`src/rtl/i2c_cmd_sequencer_if.sv`:
```
// ============================================================================
//  Module   : i2c_cmd_sequencer_if
//  Brief    : Command handshake and open-drain pad bundle between the
//             instruction decoder / core and the I2C command sequencer.
//  Revision : 1.0 - initial release
// ============================================================================
`default_nettype none

interface i2c_cmd_sequencer_if;
  // Core-side command handshake
  logic       i_valid;
  logic [2:0] i_cmd;
  logic [7:0] i_data;
  // Pad inputs
  logic       i_sda;
  logic       i_scl;
  // Pad controls and status back to the core
  logic       o_scl;
  logic       o_sda_oe;
  logic       o_busy;
  logic       o_done;
  logic       o_ack_err;

  // Sequencer side
  modport slave (
    input  i_valid, i_cmd, i_data, i_sda, i_scl,
    output o_scl, o_sda_oe, o_busy, o_done, o_ack_err
  );

  // Core / pad side
  modport master (
    output i_valid, i_cmd, i_data, i_sda, i_scl,
    input  o_scl, o_sda_oe, o_busy, o_done, o_ack_err
  );
endinterface

`default_nettype wire

```
`src/rtl/i2c_cmd_sequencer.sv`:
```
// ============================================================================
//  Module   : i2c_cmd_sequencer
//  Brief    : Turns START / STOP / SENDCON / SENDI2C control codes into
//             quarter-phase I2C waveforms on open-drain SCL/SDA, one command
//             at a time, reporting busy, done and slave NACK.
//  Options  : I2C_CLK_STRETCH_EN - freeze timing while a slave holds SCL low
//             in the phases where SCL is released after being driven low.
//  Revision : 1.0 - initial release
// ============================================================================
`default_nettype none

module i2c_cmd_sequencer #(
  parameter int unsigned CLK_DIV    = 25,     // system clocks per quarter SCL period
  parameter logic [6:0]  SLAVE_ADDR = 7'h3C   // address sent by SENDCON (write)
) (
  input  logic                 i_clk,
  input  logic                 i_rst_n,
  i2c_cmd_sequencer_if.slave   bus
);

  localparam int unsigned DIV_W = (CLK_DIV > 1) ? $clog2(CLK_DIV) : 1;
  localparam logic [DIV_W-1:0] C_DIV_LAST = DIV_W'(CLK_DIV - 1);

  localparam logic [2:0] C_CMD_START   = 3'b001;
  localparam logic [2:0] C_CMD_STOP    = 3'b010;
  localparam logic [2:0] C_CMD_SENDCON = 3'b011;
  localparam logic [2:0] C_CMD_SENDI2C = 3'b100;

  typedef enum logic [1:0] {
    S_IDLE  = 2'd0,
    S_START = 2'd1,
    S_BYTE  = 2'd2,
    S_STOP  = 2'd3
  } state_t;

  state_t           state_q,  state_d;
  logic [DIV_W-1:0] div_q,    div_d;
  logic [1:0]       ph_q,     ph_d;
  logic [3:0]       bit_q,    bit_d;
  logic [7:0]       data_q,   data_d;
  logic             scl_q,    scl_d;
  logic             sda_oe_q, sda_oe_d;
  logic             done_q,   done_d;
  logic             ack_err_q, ack_err_d;

  logic w_div_end;
  logic w_stall;

  assign w_div_end = (div_q == C_DIV_LAST);

`ifdef I2C_CLK_STRETCH_EN
  // Only the SCL-release phases can be stretched by a slave.
  assign w_stall = ((state_q == S_BYTE) || (state_q == S_STOP)) &&
                   (ph_q == 2'd1) && !bus.i_scl;
`else
  logic w_unused_scl;
  assign w_unused_scl = bus.i_scl;
  assign w_stall      = 1'b0;
`endif

  // Next-state: command acceptance, divider/phase/bit sequencing, ACK sample,
  // then pad levels derived from the upcoming state so outputs are registered.
  always_comb begin
    state_d   = state_q;
    div_d     = div_q;
    ph_d      = ph_q;
    bit_d     = bit_q;
    data_d    = data_q;
    ack_err_d = ack_err_q;
    done_d    = 1'b0;
    scl_d     = scl_q;
    sda_oe_d  = sda_oe_q;

    case (state_q)
      S_IDLE: begin
        div_d = '0;
        ph_d  = 2'd0;
        bit_d = 4'd0;
        if (bus.i_valid) begin
          case (bus.i_cmd)
            C_CMD_START: state_d = S_START;
            C_CMD_STOP:  state_d = S_STOP;
            C_CMD_SENDCON: begin
              state_d   = S_BYTE;
              data_d    = {SLAVE_ADDR, 1'b0};
              ack_err_d = 1'b0;
            end
            C_CMD_SENDI2C: begin
              state_d   = S_BYTE;
              data_d    = bus.i_data;
              ack_err_d = 1'b0;
            end
            default: ;
          endcase
        end
      end
      default: begin
        if (!w_stall) begin
          if (w_div_end) begin
            div_d = '0;
            ph_d  = ph_q + 2'd1;
            // ACK is sampled on the final clock of the SCL-high quarter.
            if ((state_q == S_BYTE) && (bit_q == 4'd8) && (ph_q == 2'd1))
              ack_err_d = bus.i_sda;
            if (ph_q == 2'd3) begin
              if ((state_q == S_BYTE) && (bit_q != 4'd8)) begin
                bit_d  = bit_q + 4'd1;
                data_d = {data_q[6:0], 1'b0};
              end else begin
                state_d = S_IDLE;
                done_d  = 1'b1;
                bit_d   = 4'd0;
              end
            end
          end else begin
            div_d = div_q + 1'b1;
          end
        end
      end
    endcase

    // Pad levels; IDLE holds whatever the last command left on the bus.
    case (state_d)
      S_START: begin
        scl_d    = (ph_d != 2'd3);
        sda_oe_d = (ph_d != 2'd0);
      end
      S_BYTE: begin
        scl_d    = (ph_d == 2'd1) || (ph_d == 2'd2);
        sda_oe_d = (bit_d == 4'd8) ? 1'b0 : ~data_d[7];
      end
      S_STOP: begin
        scl_d    = (ph_d != 2'd0);
        sda_oe_d = (ph_d < 2'd2);
      end
      default: ;
    endcase
  end

  // State register; reset releases the bus without issuing a STOP.
  always_ff @(posedge i_clk or negedge i_rst_n) begin
    if (!i_rst_n) begin
      state_q   <= S_IDLE;
      div_q     <= '0;
      ph_q      <= 2'd0;
      bit_q     <= 4'd0;
      data_q    <= 8'h00;
      scl_q     <= 1'b1;
      sda_oe_q  <= 1'b0;
      done_q    <= 1'b0;
      ack_err_q <= 1'b0;
    end else begin
      state_q   <= state_d;
      div_q     <= div_d;
      ph_q      <= ph_d;
      bit_q     <= bit_d;
      data_q    <= data_d;
      scl_q     <= scl_d;
      sda_oe_q  <= sda_oe_d;
      done_q    <= done_d;
      ack_err_q <= ack_err_d;
    end
  end

  assign bus.o_scl     = scl_q;
  assign bus.o_sda_oe  = sda_oe_q;
  assign bus.o_busy    = (state_q != S_IDLE);
  assign bus.o_done    = done_q;
  assign bus.o_ack_err = ack_err_q;

endmodule

`default_nettype wire

```
`src/flat_wrapper.sv`:
```
// flat-port wrapper written by rule: the top's interface ports become plain ports
module i2c_cmd_sequencer_flat 
#(
  parameter int unsigned CLK_DIV    = 25,                                            
  parameter logic [6:0]  SLAVE_ADDR = 7'h3C                                     
)
  (i_clk, i_rst_n, bus_i_valid, bus_i_cmd, bus_i_data, bus_i_sda, bus_i_scl, bus_o_scl, bus_o_sda_oe, bus_o_busy, bus_o_done, bus_o_ack_err);
  i2c_cmd_sequencer_if bus_i ();
  input  logic i_clk;
  input  logic i_rst_n;
  input wire logic [$bits(bus_i.i_valid)-1:0] bus_i_valid;
  input wire logic [$bits(bus_i.i_cmd)-1:0] bus_i_cmd;
  input wire logic [$bits(bus_i.i_data)-1:0] bus_i_data;
  input wire logic [$bits(bus_i.i_sda)-1:0] bus_i_sda;
  input wire logic [$bits(bus_i.i_scl)-1:0] bus_i_scl;
  output wire logic [$bits(bus_i.o_scl)-1:0] bus_o_scl;
  output wire logic [$bits(bus_i.o_sda_oe)-1:0] bus_o_sda_oe;
  output wire logic [$bits(bus_i.o_busy)-1:0] bus_o_busy;
  output wire logic [$bits(bus_i.o_done)-1:0] bus_o_done;
  output wire logic [$bits(bus_i.o_ack_err)-1:0] bus_o_ack_err;
  assign bus_i.i_valid = bus_i_valid;
  assign bus_i.i_cmd = bus_i_cmd;
  assign bus_i.i_data = bus_i_data;
  assign bus_i.i_sda = bus_i_sda;
  assign bus_i.i_scl = bus_i_scl;
  assign bus_o_scl = bus_i.o_scl;
  assign bus_o_sda_oe = bus_i.o_sda_oe;
  assign bus_o_busy = bus_i.o_busy;
  assign bus_o_done = bus_i.o_done;
  assign bus_o_ack_err = bus_i.o_ack_err;
  i2c_cmd_sequencer #(.CLK_DIV(CLK_DIV), .SLAVE_ADDR(SLAVE_ADDR)) u_core (.i_clk(i_clk), .i_rst_n(i_rst_n), .bus(bus_i));
endmodule
```
`config.mk`:
```
export PLATFORM = sky130hd
export DESIGN_NAME = i2c_cmd_sequencer_flat
export DESIGN_NICKNAME = d
export VERILOG_FILES = /design/src/rtl/i2c_cmd_sequencer_if.sv /design/src/rtl/i2c_cmd_sequencer.sv /design/src/flat_wrapper.sv
export SDC_FILE = /design/constraint.sdc
export NUM_CORES = 1
export LEC_CHECK = 0
export BUFFER_PORTS_ARGS = -buffer_cell sky130_fd_sc_hd__buf_2
export CORE_MARGIN = 1
export CORE_UTILIZATION = 48
export DETAILED_ROUTE_END_ITERATION = 8
export PLACE_DENSITY_LB_ADDON = 0.08
export SYNTH_ARGS = -nofsm -noshare
export SYNTH_HDL_FRONTEND = slang
export SYNTH_SLANG_ARGS = --single-unit
```
`constraint.sdc`:
```
create_clock -name i_clk -period 2.4 [get_ports i_clk]
set_clock_uncertainty 0.2 [all_clocks]
set_input_delay 0.48 -clock i_clk [delete_from_list [all_inputs] [get_ports i_clk]]
set_output_delay 0.48 -clock i_clk [all_outputs]
set_load 0.02 [all_outputs]
```
-- Word-level counts from Yosys, hierarchy flattened
Cells that the tools add are included.
Widths: inputs -> output; s select.
- $add $sub $neg: 3
- multiply operators: 0
- div/mod/pow operators: 0
- magnitude comparators: 1
- equality and inequality tests: 20
- shifts and indexed selects: 0
- muxes and demuxes: 32
- bitwise logic cells: 1
- reductions and logical operators: 15
- operator list (kind ; count):
    $mux 8 ; 5
    $mux 4 ; 4
    $pmux 8 s2 ; 1
    $mux 2 ; 7
    $reduce_bool 2->1 ; 6
    $eq 2x2->1 const B ; 5
    $mux 1 ; 10
    $mux 5 ; 2
    $eq 4x4->1 const B ; 2
    $eq 2x1->1 const B ; 3
    $eq 3x2->1 const B ; 2
    $ne 2x2->1 const B ; 3
    $pmux 1 s3 ; 2
    $pmux 2 s3 ; 1
    $add 5x1->5 const B ; 1
    $eq 5x5->1 const B ; 1
    $reduce_and 5->1 ; 1
    $add 4x1->4 const B ; 1
    $ne 4x4->1 const B ; 1
    $reduce_and 4->1 ; 1
    $eq 3x1->1 const B ; 1
    $eq 3x3->1 const B ; 1
    $logic_and 1x1->1 ; 3
    $ne 3x3->1 const B ; 1
    7 further kinds ; 7
- flip-flop bits (word level): 25
- bits in latches: 0
- RAM bits: 0
- memory bits (read-only): 0
- logic and storage cells: 82
- memories kept: 0

-- Logic depth before layout (Yosys ltp)
- depth after elaboration: 9
- gate-level depth with buffers: 11
- gate-level depth less buffers: 10

-- Least setup slack after synthesis
OpenSTA, ideal clock, no wires.
- path type: reg2reg
- from: register u_core.div_q[0]
- to: register u_core.sda_oe_q (netlist: u_core.bus.o_sda_oe)
- arrival: 2068 ps
- data required time: 2118 ps
- slack: 50 ps
- stages on the path, launching flop included: 10
- period minus slack after synthesis: 2350 ps
- cells stage by stage: dfrtp_1 -> inv_1 -> ha_1 -> nand4b_4 -> nor4b_4 -> nor2b_2 -> buf_6 -> a222oi_1 -> o211ai_1 -> a31oi_1
- cells in the longest elaborated chain, start to end: 6
- elaborated cells between the ends (all ways): 19
- classes of those cells: order compare: 1; eq/ne: 5; mux: 10; bitwise: 1; reduce/logical: 2
- RTL lines (element ; RTL line ; text):
    start: declaration ; i2c_cmd_sequencer.sv:37 ; logic [DIV_W-1:0] div_q, div_d;
    start signal: assignment ; i2c_cmd_sequencer.sv:154 ; div_q <= div_d;
    $eq 5x5->1 * ; i2c_cmd_sequencer.sv:49 ; assign w_div_end = (div_q == C_DIV_LAST);
    $mux 4 or $mux 8 (tied branches) ; i2c_cmd_sequencer.sv:99 ; if (w_div_end) begin
    $mux 4 or $mux 8 (tied branches) ; i2c_cmd_sequencer.sv:74 ; case (state_q)
    $eq 4x4->1 or $not 1->1 (tied branches) ; i2c_cmd_sequencer.sv:130 ; sda_oe_d = (bit_d == 4'd8) ? 1'b0 : ~data_d[7];
    $mux 1 ; i2c_cmd_sequencer.sv:130 ;
    $pmux 1 s3 ; i2c_cmd_sequencer.sv:123 ; case (state_d)
    end signal: assignment ; i2c_cmd_sequencer.sv:159 ; sda_oe_q <= sda_oe_d;
    end: declaration ; i2c_cmd_sequencer.sv:42 ; logic sda_oe_q, sda_oe_d;
Mark *: on every way between the ends. The rest lies on a longest branch, timed or not. The select of a mux whose other input is x is not followed.
A chain may end at the register's enable or synchronous reset.

-- Worst setup path after layout
- from: register u_core.bit_q[0]
- to: register u_core.sda_oe_q (netlist: u_core.bus.o_sda_oe)
- cells in the longest elaborated chain, start to end: 9
- elaborated cells between the ends (all ways): 23
- classes of those cells: add/sub: 1; eq/ne: 5; mux: 14; bitwise: 1; reduce/logical: 2
- RTL lines (element ; RTL line ; text):
    start: declaration ; i2c_cmd_sequencer.sv:39 ; logic [3:0] bit_q, bit_d;
    start signal: assignment ; i2c_cmd_sequencer.sv:156 ; bit_q <= bit_d;
    parallel branches: the longest is 9 deep, another holds $add 4x1->4 ; -- ;
Parallel ways; which one is timed is not known. The select of a mux whose other input is x is not followed.

==> impl_metrics.toml <==
[timing]
drv_slew = 0
fmax_mhz = 438
layout_worst_path_cycle_share_pct = 95.2
setup_slack_ns = 0.116
setup_viol = 0
tightest_slew_ns = 0.553
whs_ns = 0.171
finalCriticalPeriod_ns = 2.28
max-slew-margin-rel_pct = 63.1
report.final.hold_viol_count = 0

[synth]
yosysUniqueCellTypes = 43
async_flop_share_pct = 100
ys.flop_type = "dfrtp_1"
synth_edf_count = 0
yosysSeqAreaShare_pct = 45.2
syn_area_um2 = 1390
synth_cells = 134
synth-seq-cells = 25
synth_nets = 158
post_synth.cell_area_avg_um2 = 10.4
yosysWarnings = 0

[pwr]
ir_drop_mv = 0.587
clockPowerShare_pct = 13.4
p_seq_share_pct = 47.2
power_switching_uw = 545
p_per_area_nw_per_um2 = 844
p_sw_share_pct = 37.3
p_leak_uw = 0.000834
intPower_uw = 915
combPwrFrac_pct = 39.4

[floorplan]
fp.dieH_um = 55.8
die_area_um2 = 3110
core.rowCount = 19
initial_core_util_pct = 50.3
ios = 21
core-area_um2 = 2760
die_width_um = 55.8

[global_routing]
grt.total_usage_pct = 20.0
grt_pass1_vias = 1114
grt_pass1_wl_um = 4900
grt_max_degree = 26
grt_overflow = 0
antenna_found_initial = 0

[cells_and_area]
drive_above_1_share_pct = 34.1
postLayoutCoreUtil_pct = 62.7
layout.nets = 198
final_cell_mix = "24 x dfrtp_1, 19 x buf_2, 17 x nor2_1, 17 x buf_4, 13 x inv_1"
fillers = 225
diodes = 0
syn_to_final_growth_pct = 24.7
layout_commonest_cell = "dfrtp_1"

[critical_path]
worstSetupStartpointType = "flip-flop"
crit_fanout = 4
required_ns = 2.46
r2r_cells = 8
path_class = "flip-flop to flip-flop"
crit_arrival_ns = 2.34
end_kind = "flip-flop"

[detailed_routing]
postRouteAntennaNets = 0
drt_wl_total_um = 3180
drc = 0
vias_per_cell = 5.69
wl_per_cell_um = 15.6
drtIter0Drc = 53
first_pass_iters = 4
via_count = 1160

[worst_hold_path]
hold_depth = 2
worst_hold_path_type = "primary input to flip-flop"

[clock_tree]
clock_latency_ns = 0.32
cts_max_path_buffers = 2
htreeDepth = 1
path_clk_slew_ns = 0.15
cts_buffers = 3
cts_tree = "built"
clock-root-buffer = "clkbuf_4"
cts_sinks = 25

[placement]
post-dp-hpwl_um = 2170
gp_congestion = 0.803
dpl_worst_slack_ns = 0.00262
port_buffers = 19

[status]
run_status = "finished, final reports clean"

[flow_run]
cap_viol_max_count = 0
==> path summary, 6_finish.rpt <==
path	slack [ns]	from	endpoint
max in group asynchronous	1.17	i_rst_n	u_core.bus.o_scl$_DFFE_PN1P_
min	0.17	bus_i_data[0]	u_core.data_q[0]$_DFFE_PN0P_
max	0.12	u_core.bit_q[0]$_DFF_PN0_	u_core.bus.o_sda_oe$_DFFE_PN0P_
min reg2reg	0.31	u_core.data_q[1]$_DFFE_PN0P_	u_core.data_q[2]$_DFFE_PN0P_
max reg2reg	0.12	u_core.bit_q[0]$_DFF_PN0_	u_core.bus.o_sda_oe$_DFFE_PN0P_
min in group asynchronous	0.45	i_rst_n	u_core.bus.o_done$_DFF_PN0_
==> synthesized netlist by cell type (2+ instances only) <==
cell type  count  share of area (%)
a21oi_1        5                1.8
a221o_2        4                3.2
a222oi_1       3                2.2
a31oi_1        2               0.90
and3_1         2               0.90
dfrtp_1       24                 43
ha_1           8                7.2
inv_1         15                4.1
mux2i_1        3                2.2
nand2_1        5                1.4
nand2b_1       2               0.90
nand3_1        5                1.8
nand3b_1       2                1.1
nor2_1        17                4.6
nor2b_1        2               0.90
nor4_1         2               0.90
o211ai_1       3                1.6
o21ai_0        2               0.72
xnor2_1        2                1.3
xor2_1         3                1.9
==> worst max-delay path, stage by stage (launching register included) <==
cell	delay [ns]
dfrtp_1	0.41
inv_2	0.07
ha_4	0.16
and3b_4	0.21
nor4b_4	0.33
nor2b_2	0.09
a222oi_1	0.38
o211ai_1	0.17
a31oi_1	0.20
==> flip-flops by register name (all words and copies together), names as in the netlist <==
register / count
u_core.bit_q: 4
u_core.bus.o_ack_err: 1
u_core.bus.o_done: 1
u_core.bus.o_scl: 1
u_core.bus.o_sda_oe: 1
u_core.data_q: 8
u_core.div_q: 5
u_core.ph_q: 2
u_core.state_q: 2
==> per-stage QoR <==
stage | total power (µW) | setup TNS, ns | area, µm² | cells
final | 1460 | 0 | 1730 | 204
after global routing | 1580 | -0.0181 | 1730 | 204
after CTS | 1410 | 0 | 1620 | 195
after detailed placement | 1200 | 0 | 1570 | 190
after global placement | 1170 | 0 | 1570 | 190
after floorplan | 1030 | 0 | 1390 | 134
==> layout make-up <==
cell class | count | area, µm² | area share [%]
Inverter | 15 | 56.3 | 3.25
Clock buffer | 3 | 22.5 | 1.30
Clock inverter | 1 | 7.51 | 0.434
Tap cell | 31 | 38.8 | 2.24
Timing Repair Buffer | 37 | 233 | 13.4
Multi-Input combinational cell | 92 | 746 | 43.1
Sequential cell | 25 | 627 | 36.2
==> timing repair <==
item / CTS / global route
endpoints found under the setup margin: 1 / 1
gates resized for setup: 1 / 8
pin swaps: 0 / 7
buffers inserted: 0 / 8
hold endpoints to repair: 24 / 0
cloned: 0 / 1
hold buffers: 1 / 0
==> power by group through the flow <==
stage               Clock, µW  Sequential, µW  Combinational, µW
finish                    196             689                575
global route              217             707                652
CTS                       209             678                521
detailed placement          0             684                520
global placement            0             678                490
floorplan                   0             684                348
==> cells by family (layout without fill, tap and decap cells) <==
kind of cell             after synthesis  count (layout)  synth area share [%]
buffers and inverters                 18              56                  5.50
AO/OA/AOI/OAI                         26              26                  14.8
AND/OR/NAND/NOR                       49              50                  22.0
flip-flops                            25              25                  45.2
multiplexers                           3               3                  2.16
XOR/XNOR                               5               5                  3.16
adder cells (fa/ha/maj)                8               8                  7.21
==> metal layers <==
layer  wire (µm)  up-vias  GRT usage (%)
met5           0        -              0
met3         113        4           2.79
met4          36        0           7.50
li1            -      562              -
met2        1510       31           32.9
met1        1510      563           27.0
Power figures use the tool's default switching activity.
